## src/rtl/ia_capture_ctrl.sv

```systemverilog
// rtl/ia_capture_ctrl.sv - frame-synchronised capture sequencer for the IA interpolation datapath
// Define IA_CAPTURE_TIMEOUT_EN to build the 20-bit capture watchdog that drives o_timeout.
module ia_capture_ctrl #(
  parameter int FRAME_SKIP  = 0,
  parameter int TIMEOUT_CYC = 840000
) (
  input  logic        i_clk,
  input  logic        i_rst_n,
  input  logic        i_enable,
  input  logic        i_single,
  input  logic        i_frame_start,
  output logic        o_itp_start,
  input  logic        i_itp_finish,
  output logic        o_buf_valid,
  input  logic        i_buf_ack,
  output logic        o_busy,
  output logic [15:0] o_frame_cnt,
  output logic        o_timeout
);

  localparam int SKIP_W = (FRAME_SKIP < 1) ? 1 : $clog2(FRAME_SKIP + 1);
  localparam logic [SKIP_W-1:0] SKIP_LAST = SKIP_W'(FRAME_SKIP);
  localparam logic [SKIP_W-1:0] SKIP_ONE  = SKIP_W'(1);

  typedef enum logic [2:0] {
    S_IDLE,
    S_WAIT_FRAME,
    S_START,
    S_RUN,
    S_HOLD
  } state_t;

  state_t            r_state;
  logic [SKIP_W-1:0] r_skip_cnt;
  logic              r_single_arm;
  logic              w_done;
  logic              w_expire;

  if (TIMEOUT_CYC < 1 || TIMEOUT_CYC > 1048575) begin : g_bad_timeout
    $error("TIMEOUT_CYC must fit the 20-bit watchdog");
  end

  assign w_done = (r_state == S_RUN) && i_itp_finish;

`ifdef IA_CAPTURE_TIMEOUT_EN
  localparam logic [19:0] WDOG_LAST = 20'(TIMEOUT_CYC - 1);

  logic [19:0] r_wdog;
  logic        w_in_capture;

  assign w_in_capture = (r_state == S_START) || (r_state == S_RUN);
  // A finish arriving on the final watchdog cycle still completes the capture.
  assign w_expire     = w_in_capture && (r_wdog == WDOG_LAST) && !w_done;

  always_ff @(posedge i_clk or negedge i_rst_n) begin
    if (!i_rst_n) begin
      r_wdog    <= '0;
      o_timeout <= 1'b0;
    end else begin
      if (w_in_capture) begin
        r_wdog <= r_wdog + 20'd1;
      end else begin
        r_wdog <= '0;
      end
      if (w_expire) begin
        o_timeout <= 1'b1;
      end
    end
  end
`else
  assign w_expire  = 1'b0;
  assign o_timeout = 1'b0;
`endif

  always_ff @(posedge i_clk or negedge i_rst_n) begin
    if (!i_rst_n) begin
      r_state      <= S_IDLE;
      r_skip_cnt   <= '0;
      r_single_arm <= 1'b0;
      o_itp_start  <= 1'b0;
      o_buf_valid  <= 1'b0;
      o_busy       <= 1'b0;
      o_frame_cnt  <= '0;
    end else begin
      o_frame_cnt <= o_frame_cnt + 16'(w_done);
      case (r_state)
        S_IDLE: begin
          if (i_enable || i_single) begin
            r_state      <= S_WAIT_FRAME;
            r_skip_cnt   <= '0;
            r_single_arm <= i_single;
            o_busy       <= 1'b1;
          end
        end
        S_WAIT_FRAME: begin
          // A one-shot capture survives i_enable being low; continuous mode does not.
          if (!i_enable && !r_single_arm) begin
            r_state <= S_IDLE;
            o_busy  <= 1'b0;
          end else if (i_frame_start) begin
            if (r_skip_cnt == SKIP_LAST) begin
              r_state     <= S_START;
              r_skip_cnt  <= '0;
              o_itp_start <= 1'b1;
            end else begin
              r_skip_cnt <= r_skip_cnt + SKIP_ONE;
            end
          end
        end
        S_START: begin
          o_itp_start <= 1'b0;
          if (w_expire) begin
            r_state <= S_IDLE;
            o_busy  <= 1'b0;
          end else begin
            r_state <= S_RUN;
          end
        end
        S_RUN: begin
          if (w_done) begin
            r_state     <= S_HOLD;
            o_buf_valid <= 1'b1;
          end else if (w_expire) begin
            r_state <= S_IDLE;
            o_busy  <= 1'b0;
          end
        end
        S_HOLD: begin
          if (i_buf_ack) begin
            o_buf_valid  <= 1'b0;
            r_single_arm <= 1'b0;
            if (i_enable) begin
              r_state <= S_WAIT_FRAME;
            end else begin
              r_state <= S_IDLE;
              o_busy  <= 1'b0;
            end
          end
        end
        default: begin
          r_state     <= S_IDLE;
          o_itp_start <= 1'b0;
          o_buf_valid <= 1'b0;
          o_busy      <= 1'b0;
        end
      endcase
    end
  end

endmodule

```

## config.mk

```make
export PLATFORM = sky130hd
export DESIGN_NAME = ia_capture_ctrl
export DESIGN_NICKNAME = d
export VERILOG_FILES = /design/src/rtl/ia_capture_ctrl.sv
export SDC_FILE = /design/constraint.sdc
export NUM_CORES = 1
export LEC_CHECK = 0
export CORE_MARGIN = 10
export CORE_UTILIZATION = 30
export CTS_BUF_LIST = sky130_fd_sc_hd__clkbuf_4
export CTS_CLUSTER_SIZE = 28
export DETAILED_ROUTE_END_ITERATION = 10
export RECOVER_POWER = 50
export SLEW_MARGIN = 10
export SYNTH_ARGS = -nofsm -noshare
export SYNTH_HDL_FRONTEND = slang
export SYNTH_SLANG_ARGS = --single-unit
```

## constraint.sdc

```tcl
create_clock -name i_clk -period 3.1 [get_ports i_clk]
set_input_delay 0.465 -clock i_clk [delete_from_list [all_inputs] [get_ports i_clk]]
set_output_delay 0.465 -clock i_clk [all_outputs]
set_load 0.005 [all_outputs]
```

* Word-level counts from Yosys, hierarchy flattened *
Cells that the tools add are included.

cells by class
  $add $sub $neg = 2
  multiply operators = 0
  div/mod/pow operators = 0
  $lt $le $gt $ge = 0
  eq/ne operators = 14
  shifts and indexed selects = 0
  multiplexer cells = 27
  bitwise gates (word level) = 3
  reduce and logical (&&, ||, !) cells = 17

operators with widths
  operator                                                         count
  3-bit 2-to-1 mux                                                 6
  16-bit by 1-bit adder with 16-bit output                         1
  2-bit inequality test, second input constant                     8
  1-bit 2-to-1 mux                                                 15
  3-bit case mux with 5 select lines                               1
  5-bit AND reduction                                              2
  4-bit AND reduction                                              2
  3-bit by 2-bit == test with 1-bit output, second input constant  2
  3-bit inequality test, second input constant                     2
  1-bit case mux with 2 select lines                               3
  3-bit AND reduction                                              2
  3-bit OR reduction                                               2
  1-bit case mux with 4 select lines                               1
  2-bit nonzero test                                               2
  3-bit by 1-bit == test with 1-bit output, second input constant  1
  3-bit == test, second input constant                             1
  3-bit zero test                                                  1
  1-bit inverter                                                   3
  1-bit case mux with 3 select lines                               1
  1-bit logical AND                                                2
  1-bit zero test                                                  2
  2-bit OR reduction                                               1
  1-bit adder, second input constant                               1
  1-bit logical OR                                                 1

storage, ports and cells
  register bits = 24
  bits in latches = 0
  bits in writable memories = 0
  ROM bits = 0
  input port bits = 7
  output and inout port bits = 20
  word-level logic and storage cells = 70
  memories = 0

* Logic depth before layout (Yosys ltp) *
Gate-level depths: netlist of the first run.

  word-level depth = 5
  mapped depth = 8
  depth with buffers taken out = 8

* Least setup slack after synthesis of the first run *
Ideal clock, no wire load.

  kind = register to register
  from = reg r_state[0]
  to = reg o_frame_cnt[8]
  library setup time = 0.124 ns
  data arrival time = 1.779 ns
  data required time = 2.976 ns
  path slack = 1.196 ns
  cell stages (with the launch flop) = 9
  path buffers = 0
  period minus slack after synthesis = 1.904 ns
  cells stage by stage = dfrtp_1 -> nor2b_1 -> and3_1 -> ha_1 -> ha_1 -> nand3_1 -> nor2_1 -> nand4_1 -> xnor2_1

between the ends
  cells in the longest elaborated chain, start to end = 3

ends and longest elaborated chain
  element                                   RTL line  text
  start, declared                           33        state_t r_state;
  start signal, assigned                    77        r_state <= S_IDLE;
  start signal, assigned                    89        r_state <= S_WAIT_FRAME;
  start signal, assigned                    98        r_state <= S_IDLE;
  3-bit by 2-bit == test with 1-bit output  43        assign w_done = (r_state == S_RUN) && i_itp_finish;
  1-bit logical AND                         43
  16-bit by 1-bit adder with 16-bit output  85        o_frame_cnt <= o_frame_cnt + 16'(w_done);
  end signal, assigned                      85
  end, declared                             17        output logic [15:0] o_frame_cnt,

No other way between the ends.
A chain may end at the register's enable or synchronous reset.

* Worst setup path in the final report of the first run *
  from = reg r_state[2]
  to = reg o_frame_cnt[8]

The elaborated chain is that of the path after synthesis.

==> flow_summary.toml, run 1 <==
[outcome]
status = "complete, no violations"

[yosys]
synth_cells = 103
synth-xor-area-share_pct = 11.3
yosys.area_share.simple_pct = 18.4
synth_mux_area_share_pct = 0
yosysWarnings = 0
synth_top_family_by_area = "simple AND/OR/NAND/NOR gates"
synthAdderAreaFrac_pct = 2.30
ys_types = 33
syn_area_um2 = 1090
synth-compound-area-share_pct = 12.1
avgSynthCellArea_um2 = 10.6
syn_nets = 112
ys_seq_area_share_pct = 52.8
synth_seq_cells = 23

[floorplanning]
dieArea_um2 = 6440
start_util_pct = 31.9
rows = 21
core_um2 = 3420
die_w_um = 80.3
ioPinCount = 27
die_y_um = 80.3

[timing]
period_share_pct = 71.1
max_clock_freq_mhz = 454
hold_violations = 0
rsz0062_at_grt = "no"
finalClockSkew_ps = 2.17
slew_headroom_pct = 17.6
fin_ws_ps = 895
timing.hold.ws_ps = 477
tightest_slew_ps = 1240
setup-tns-final_ps = 0
setup_viol = 0
finalCriticalPeriod_ps = 2200
slew_violations = 0

[cells_and_area]
diodes = 0
final_cells = 176
nets = 140
fin_area_um2 = 1410
area_growth_pct = 29.6
drive_above_1_share_pct = 7.69
post-route-util_pct = 41.4

[drt]
wl_met1_um = 980
drt_iter0_markers = 62
viasPerCell = 4.69
route.antenna.remaining_nets = 0
top_layer = "met4"
wl_met2_um = 1060
drt-wirelength-per-cell_um = 12.8
drt-pass1-iter-count = 4
drc = 0
wl_met3_um = 194
vias = 826
routed_wl_um = 2250

[global_routing]
overflow = 0
grt_pass1_vias = 855
track_usage_pct = 7.34
grt_max_degree = 24
antenna_found_initial = 0
grt_pass1_wl_um = 3840

[setup_path]
cp_top_family = "simple AND/OR/NAND/NOR gates"
crit_arrival_ps = 2420
cp-start-kind = "flop"
critPathMostFrequentCell = "ha_1"
path_max_fanout = 12
cp_slowest_cell = "dfrtp_1"
slowest_delay_ps = 520
worstSetupPathType = "flop to flop"
crit_required_ps = 3320
end_kind = "flop"
path_cells = "nor2b_1, and3_1, ha_1, ha_1, nand3_1, nor2_1, nand4_1, xnor2_1"
critPathBufInv = 0

[cts]
cts_tree = "done"
cts.hold.buffers_added = 0
clk_pin_slew_ps = 130
post-cts-setup-buffers = 0
clkLatencyLatePin_ps = 310
cts_root_buf = "clkbuf_4"
h-tree-depth = 1
numCtsBuffers = 3
cts_resized = 0
clock-sinks = 23
clockBufferDepth = 2

[power_and_ir_drop]
powerDensity_nw_per_um2 = 631
leakage_nw = 0.604
power_mw = 0.891
vdd_drop_max_uv = 385

[placed_design]
port_buffers = 25
dp_cells = 172
place_hpwl_um = 1760
pre_cts_ws_ps = 718
dpl_cell_area_um2 = 1390
gp_congestion = 0.788

[min_path]
hold_path_class = "flop to flop"

[job]
cap_violations = 0
## area by class of cell
cell class / count / area (µm²)
clock buffers: 3 / 22.5
clock inverters: 1 / 5.00
fillers: 339 / 2000
inverters: 4 / 15.0
multi-input cells: 73 / 483
flip-flops and latches: 23 / 576
well taps: 46 / 57.6
repair buffers: 26 / 254
## layer usage
metal  GRT usage, %  vias to the layer above
met1           8.05                      390
met2           12.3                       25
met3           3.56                        2
met5              0                        -
met4           2.11                        0
li1               -                      409
## power by group
group          switching [mW]  internal, mW
clock                  0.0930        0.0483
combinational           0.118         0.171
sequential             0.0911         0.369
total                   0.302         0.589
## synthesized netlist by cell type
| cell | instances | area [µm²] |
|---|---|---|
| dfrtp_1 | 23 | 576 |
| xnor2_1 | 11 | 96.3 |
| nor2_1 | 10 | 37.5 |
| nand2_1 | 9 | 33.8 |
| nand3_1 | 5 | 25.0 |
| a21oi_1 | 4 | 20.0 |
| inv_1 | 4 | 15.0 |
| nor2b_1 | 3 | 18.8 |
| o21ai_0 | 3 | 15.0 |
| xor2_1 | 3 | 26.3 |
| a31o_2 | 2 | 17.5 |
| and3_1 | 2 | 12.5 |
| ha_1 | 2 | 25.0 |
| nor3_1 | 2 | 10.0 |
| o211ai_1 | 2 | 15.0 |
| a21boi_0 | 1 | 7.51 |
| a22oi_1 | 1 | 7.51 |
| a311oi_1 | 1 | 8.76 |
| a31oi_1 | 1 | 6.26 |
| buf_2 | 1 | 5.00 |
| buf_4 | 1 | 7.51 |
| clkbuf_1 | 1 | 3.75 |
| conb_1 | 1 | 3.75 |
| nand2b_1 | 1 | 6.26 |
| nand3_2 | 1 | 10.0 |
| nand4_1 | 1 | 6.26 |
| nand4_2 | 1 | 12.5 |
| nor4_4 | 1 | 21.3 |
| o21a_1 | 1 | 7.51 |
| o22a_1 | 1 | 8.76 |
| o31ai_1 | 1 | 7.51 |
| o32a_1 | 1 | 10.0 |
| or2_2 | 1 | 6.26 |
## sequential cells by signal (all words and copies together) (netlist names)
name and flops:
o_buf_valid 1, o_busy 1, o_frame_cnt 16, o_itp_start 1, r_single_arm 1, r_state 3
## path summary, 6_finish.rpt
check	start	to	slack, ps	cells after the start
min reg2reg	o_frame_cnt[15]	o_frame_cnt[15]	480	1
min in group asynchronous	i_rst_n	o_frame_cnt[6]	920	2
max reg2reg	r_state[2]	o_frame_cnt[8]	900	8
max in group asynchronous	i_rst_n	o_frame_cnt[0]	1460	2
min	o_frame_cnt[15]	o_frame_cnt[15]	480	1
max	r_state[2]	o_frame_cnt[8]	900	8
## placed cells by master (no fill, tap or decap), types with 4 or more instances in the layout
| master | synthesis | routed |
|---|---|---|
| dfrtp_1 | 23 | 23 |
| clkdlybuf4s50_1 | 0 | 22 |
| xnor2_1 | 11 | 11 |
| nor2_1 | 10 | 10 |
| nand2_1 | 9 | 9 |
| nand3_1 | 5 | 5 |
| inv_1 | 4 | 4 |
| a21oi_1 | 4 | 4 |
## kinds of logic after synthesis
logic type | count (synthesis)
buffers and inverters | 7
flip-flops | 23
AND/OR/NAND/NOR | 37
AO/OA/AOI/OAI | 19
adder cells (fa/ha/maj) | 2
XOR/XNOR | 14
other | 1
No activity file was read; power rests on OpenSTA's default activity.
==> run 2: changes to the inputs <==
==> constraint.sdc (replaced) <==
create_clock -name i_clk -period 1.95 [get_ports i_clk]
set_input_delay 0.2925 -clock i_clk [delete_from_list [all_inputs] [get_ports i_clk]]
set_output_delay 0.2925 -clock i_clk [all_outputs]
set_load 0.005 [all_outputs]
==> run 2 against run 1 <==
  * Sequential share of layout area shrank 2.8 points
  * Utilization up 3.0 points
  * Die area did not move
  * Worst hold slack better by 6.7 ps
  * Maximum frequency is 25% higher
  * Setup slack got worse by 710 ps
  * Sequential cell count unchanged
  * Non-clock buffer count rose by 11
  * Sequential power rose by 49%
  * Critical path depth grew 1
  * Clock-buffer cell count unchanged
  * Highest routed layer unchanged
==> flow_summary.toml, run 2 (same netlist as run 1, synthesis figures left out) <==
[cts]
clockBufferDepth = 2
clkLatencyLatePin_ps = 320
cts_root_buf = "clkbuf_4"
clk_pin_slew_ps = 140
cts_tree = "done"
h-tree-depth = 1
cts.hold.buffers_added = 0
numCtsBuffers = 3
clock-sinks = 23

[timing]
setup-tns-final_ps = 0
timing.hold.ws_ps = 484
setup_viol = 0
max_clock_freq_mhz = 567
rsz0062_at_grt = "no"
finalCriticalPeriod_ps = 1760
finalClockSkew_ps = 8.48
period_share_pct = 90.5
tightest_slew_ps = 1260
hold_violations = 0
slew_violations = 0
slew_headroom_pct = 16.3

[cells_and_area]
diodes = 0
drive_above_1_share_pct = 17.0
top_register = "o_frame_cnt"
reg_top3 = "o_frame_cnt x16, r_state x3"
largest_reg_flops = 16
nets = 151
area_growth_pct = 39.0
post-route-util_pct = 44.4
fillers = 327
layout_common_cells = "clkdlybuf4s50_1, dfrtp_1, xnor2_1"
final_cells = 187

[floorplanning]
die_w_um = 80.3
start_util_pct = 31.9
dieArea_um2 = 6440
core_um2 = 3420
ioPinCount = 27
die_y_um = 80.3
rows = 21

[job]
cap_violations = 0

[setup_path]
crit_arrival_ps = 2010
r2r_cells = 9
crit_required_ps = 2200
r2r_slack_ps = 190
timing.rr.start = "r_state[2]"
worstSetupPathType = "flop to flop"
cp-start-kind = "flop"
end_kind = "flop"
path_max_fanout = 5
r2r-end = "o_frame_cnt[12]"

[min_path]
hold_path_class = "flop to flop"
hold_path_end = "o_frame_cnt[15]"
min_delay_path_depth = 1
holdCritStartpoint = "o_frame_cnt[15]"

[power_and_ir_drop]
comb_power_share_pct = 39.7
pwr-share-seq_pct = 45.2
switchingPower_mw = 0.510
powerDensity_nw_per_um2 = 1000
vdd_drop_max_uv = 807
power.share.clock_pct = 15.2
power_mw = 1.52
leakage_nw = 0.648
p_int_mw = 1.01
swShare_pct = 33.5

[drt]
vias = 869
drt-pass1-iter-count = 4
drt_iter0_markers = 40
route.antenna.remaining_nets = 0
drc = 0
routed_wl_um = 2420
viasPerCell = 4.65
drt-wirelength-per-cell_um = 13.0

[global_routing]
grt_pass1_vias = 945
antenna_found_initial = 0
grt_max_degree = 24
grt_pass1_wl_um = 4360
track_usage_pct = 8.28
overflow = 0

[placed_design]
dp_cells = 181
port_buffers = 25
place_hpwl_um = 1880
gp_congestion = 0.800

[outcome]
status = "complete, no violations"
run 2: changes by cell type in the layout (fill, tap and decap cells not counted), sizes merged:
cell           before  now
buf                 0    9
clkbuf              4    6
clkdlybuf4s50      22   23
dlygate4sd3         3    2
run 2: critical path, stage by stage (launching register included):
cell and delay [ps]:
dfrtp_1 410, nor2b_2 130, and3_4 190, ha_2 200, ha_4 140, nand3_2 90
nor2_1 120, buf_4 140, nand3_1 90, xnor2_1 190
run 2: routing by layer:
| metal | vias up | part of all wire (%) | GRT usage (%) |
|---|---|---|---|
| met5 | - | 0 | 0 |
| met3 | 2 | 8.8 | 3.79 |
| met2 | 27 | 47 | 13.5 |
| met1 | 409 | 44 | 9.54 |
| met4 | 0 | 0.50 | 2.29 |
| li1 | 431 | - | - |
run 2: cell type report:
class                      instances  area, µm²  share of cell area, %
clock buffer                       3       22.5                   1.49
timing repair buffer              37        329                   21.7
clock inverter                     1       5.00                  0.330
sequential                        23        576                   38.0
multi-input combinational         73        510                   33.7
inverter                           4       15.0                  0.991
tap                               46       57.6                   3.80
run 2: repair_timing:
| action | in CTS | in global routing |
|---|---|---|
| setup endpoints to repair | 0 | 5 |
| resized for setup | 0 | 6 |
| buffers inserted | 0 | 2 |
run 2: power by group through the flow:
stage	Clock [mW]	Combinational (mW)	Sequential, mW
after floorplan	0	0.284	0.690
after global placement	0	0.583	0.689
after detailed placement	0	0.589	0.686
after CTS	0.240	0.590	0.679
after global routing	0.259	0.698	0.707
final	0.231	0.603	0.687
run 2: worst max-delay path by stage:
stage               cells after the start         endpoint  slack [ps]          from
finish                                  9  o_frame_cnt[12]         190    r_state[2]
global placement                        9   o_frame_cnt[8]         -70  i_itp_finish
floorplan                               8   o_frame_cnt[8]          50    r_state[0]
CTS                                     9   o_frame_cnt[8]         100    r_state[2]
global route                            9  o_frame_cnt[12]          10    r_state[0]
detailed placement                      9   o_frame_cnt[8]        -120  i_itp_finish
run 2: through the flow:
step | cell area [µm²] | setup slack, ps
final | 1520 | 186
after global routing | 1520 | 12.9
after CTS | 1480 | 95.9
after detailed placement | 1460 | -122
after global placement | 1460 | -70.8
after floorplan | 1090 | 46.5
==> run 3: changes to the inputs <==
--- a/config.mk
+++ b/config.mk
@@ -5,7 +5,7 @@
 export SDC_FILE = /design/constraint.sdc
 export NUM_CORES = 1
 export LEC_CHECK = 0
-export CORE_MARGIN = 10
+export CORE_MARGIN = 2
 export CORE_UTILIZATION = 30
 export CTS_BUF_LIST = sky130_fd_sc_hd__clkbuf_4
 export CTS_CLUSTER_SIZE = 28
==> run 3 against run 2 <==
  * Global-route usage increased by 2.9 points
  * Sequential power decreased by 0.6%
  * Largest power group unchanged
  * Non-clock buffer count decreased by 2
  * Worst hold slack improved by 2.3 ps
  * Largest cell class unchanged
  * Highest routed layer unchanged
  * Cell area decreased by 1.6%
  * Register-to-register slack about the same
  * Critical path type unchanged
  * Setup slack got worse by 14 ps
==> flow_summary.toml, run 3 (same netlist as run 1, synthesis figures left out) <==
[cts]
h-tree-depth = 1
numCtsBuffers = 3
clockBufferDepth = 2
cts_tree = "done"
clkLatencyLatePin_ps = 310
cts.hold.buffers_added = 0
clock-sinks = 23
clk_pin_slew_ps = 130
cts_root_buf = "clkbuf_4"

[min_path]
min_delay_path_depth = 1
hold_path_class = "flop to flop"

[floorplanning]
core_um2 = 3420
die_y_um = 64.3
start_util_pct = 31.9
dieArea_um2 = 4130
rows = 21
die_w_um = 64.3
ioPinCount = 27

[cells_and_area]
nets = 149
fillers = 331
area_growth_pct = 36.9
diodes = 0
layout_common_cells = "clkdlybuf4s50_1, dfrtp_1, xnor2_1"
drive_above_1_share_pct = 15.8
top_register = "o_frame_cnt"
largest_reg_flops = 16
post-route-util_pct = 43.7
reg_top3 = "o_frame_cnt x16, r_state x3"
layout_commonest_cell = "clkdlybuf4s50_1"
fin_area_um2 = 1490

[setup_path]
path_max_fanout = 5
crit_required_ps = 2160
end_kind = "flop"
worstSetupPathType = "flop to flop"
crit_arrival_ps = 1990
cp-start-kind = "flop"
r2r_cells = 9

[timing]
slew_headroom_pct = 18.7
max_clock_freq_mhz = 562
hold_violations = 0
finalClockSkew_ps = 10.5
rsz0062_at_grt = "no"
tightest_slew_ps = 1220
slew_violations = 0
finalCriticalPeriod_ps = 1780
setup-tns-final_ps = 0
period_share_pct = 91.2
setup_viol = 0

[global_routing]
grt_pass1_wl_um = 3590
grt_pass1_vias = 821
grt_max_degree = 24
track_usage_pct = 11.2
overflow = 0
antenna_found_initial = 0

[outcome]
status = "complete, no violations"

[drt]
drc = 0
route.antenna.remaining_nets = 0
drt-wirelength-per-cell_um = 11.5
drt-pass1-iter-count = 4
vias = 869
drt_iter0_markers = 17
viasPerCell = 4.70
routed_wl_um = 2140

[power_and_ir_drop]
leakage_nw = 0.643
powerDensity_nw_per_um2 = 998
vdd_drop_max_uv = 484

[placed_design]
place_hpwl_um = 1610
port_buffers = 25
dpl_cell_area_um2 = 1450
gp_congestion = 0.771

[job]
cap_violations = 0
[run 3: cell types whose count changed in the layout (fill, tap and decap cells not counted)]
cell             previous run  this run
buf_4                       9         7
clkbuf_1                    3         2
clkbuf_4                    3         4
clkdlybuf4s50_1            23        24
dlygate4sd3_1               2         1
ha_1                        0         1
ha_4                        1         0
[run 3: final timing paths]
check | from | end | slack (ps)
hold reg to reg | o_frame_cnt[15] | o_frame_cnt[15] | 490
setup / recovery | r_state[2] | o_frame_cnt[12] | 170
setup reg to reg | r_state[2] | o_frame_cnt[12] | 170
max in group asynchronous | i_rst_n | r_single_arm | 480
hold / removal | o_frame_cnt[15] | o_frame_cnt[15] | 490
min in group asynchronous | i_rst_n | o_frame_cnt[15] | 740
[run 3: repair_timing]
item / 4_1_cts / 5_1_grt
setup buffers: 0 / 1
gates resized for setup: 0 / 4
setup endpoints to repair: 0 / 6
[run 3: layout make-up]
| type | count | area [µm²] | share of cell area (%) |
|---|---|---|---|
| Tap cell | 46 | 57.6 | 3.86 |
| Sequential cell | 23 | 576 | 38.6 |
| Clock buffer | 3 | 22.5 | 1.51 |
| Inverter | 4 | 15.0 | 1.01 |
| Clock inverter | 1 | 5.00 | 0.336 |
| Timing Repair Buffer | 35 | 318 | 21.3 |
| Multi-Input combinational cell | 73 | 498 | 33.4 |
[run 3: power breakdown]
part / switching [mW] / total, mW / internal (mW) / leakage (nW)
sequential: 0.0952 / 0.683 / 0.588 / 0.294
combinational: 0.248 / 0.589 / 0.341 / 0.331
clock: 0.140 / 0.217 / 0.0766 / 0.0177
[run 3: through the flow]
step	hold slack (ps)	power, mW	cells	setup WS (ps)
after global placement	461	1.27	180	-61.7
after floorplan	-3.09	0.974	103	46.5
after global routing	538	1.61	185	5.85
after detailed placement	476	1.27	180	-109
final	486	1.49	185	171
after CTS	315	1.50	184	121
[run 3: per-layer routing]
metal  up-vias  GRT usage (%)  part of all wire (%)
li1        426              -                     -
met1       413           13.6                    46
met2        28           19.1                    48
met3         2           3.35                   5.0
met4         0           3.19                  0.47
met5         -              0                     0
[run 3: worst max-delay path: stages (launching register included)]
cell	delay [ps]
dfrtp_1	410
nor2b_2	140
and3_4	200
ha_2	180
ha_1	180
nand3_2	90
nor2_1	100
buf_4	140
nand3_1	110
xnor2_1	160
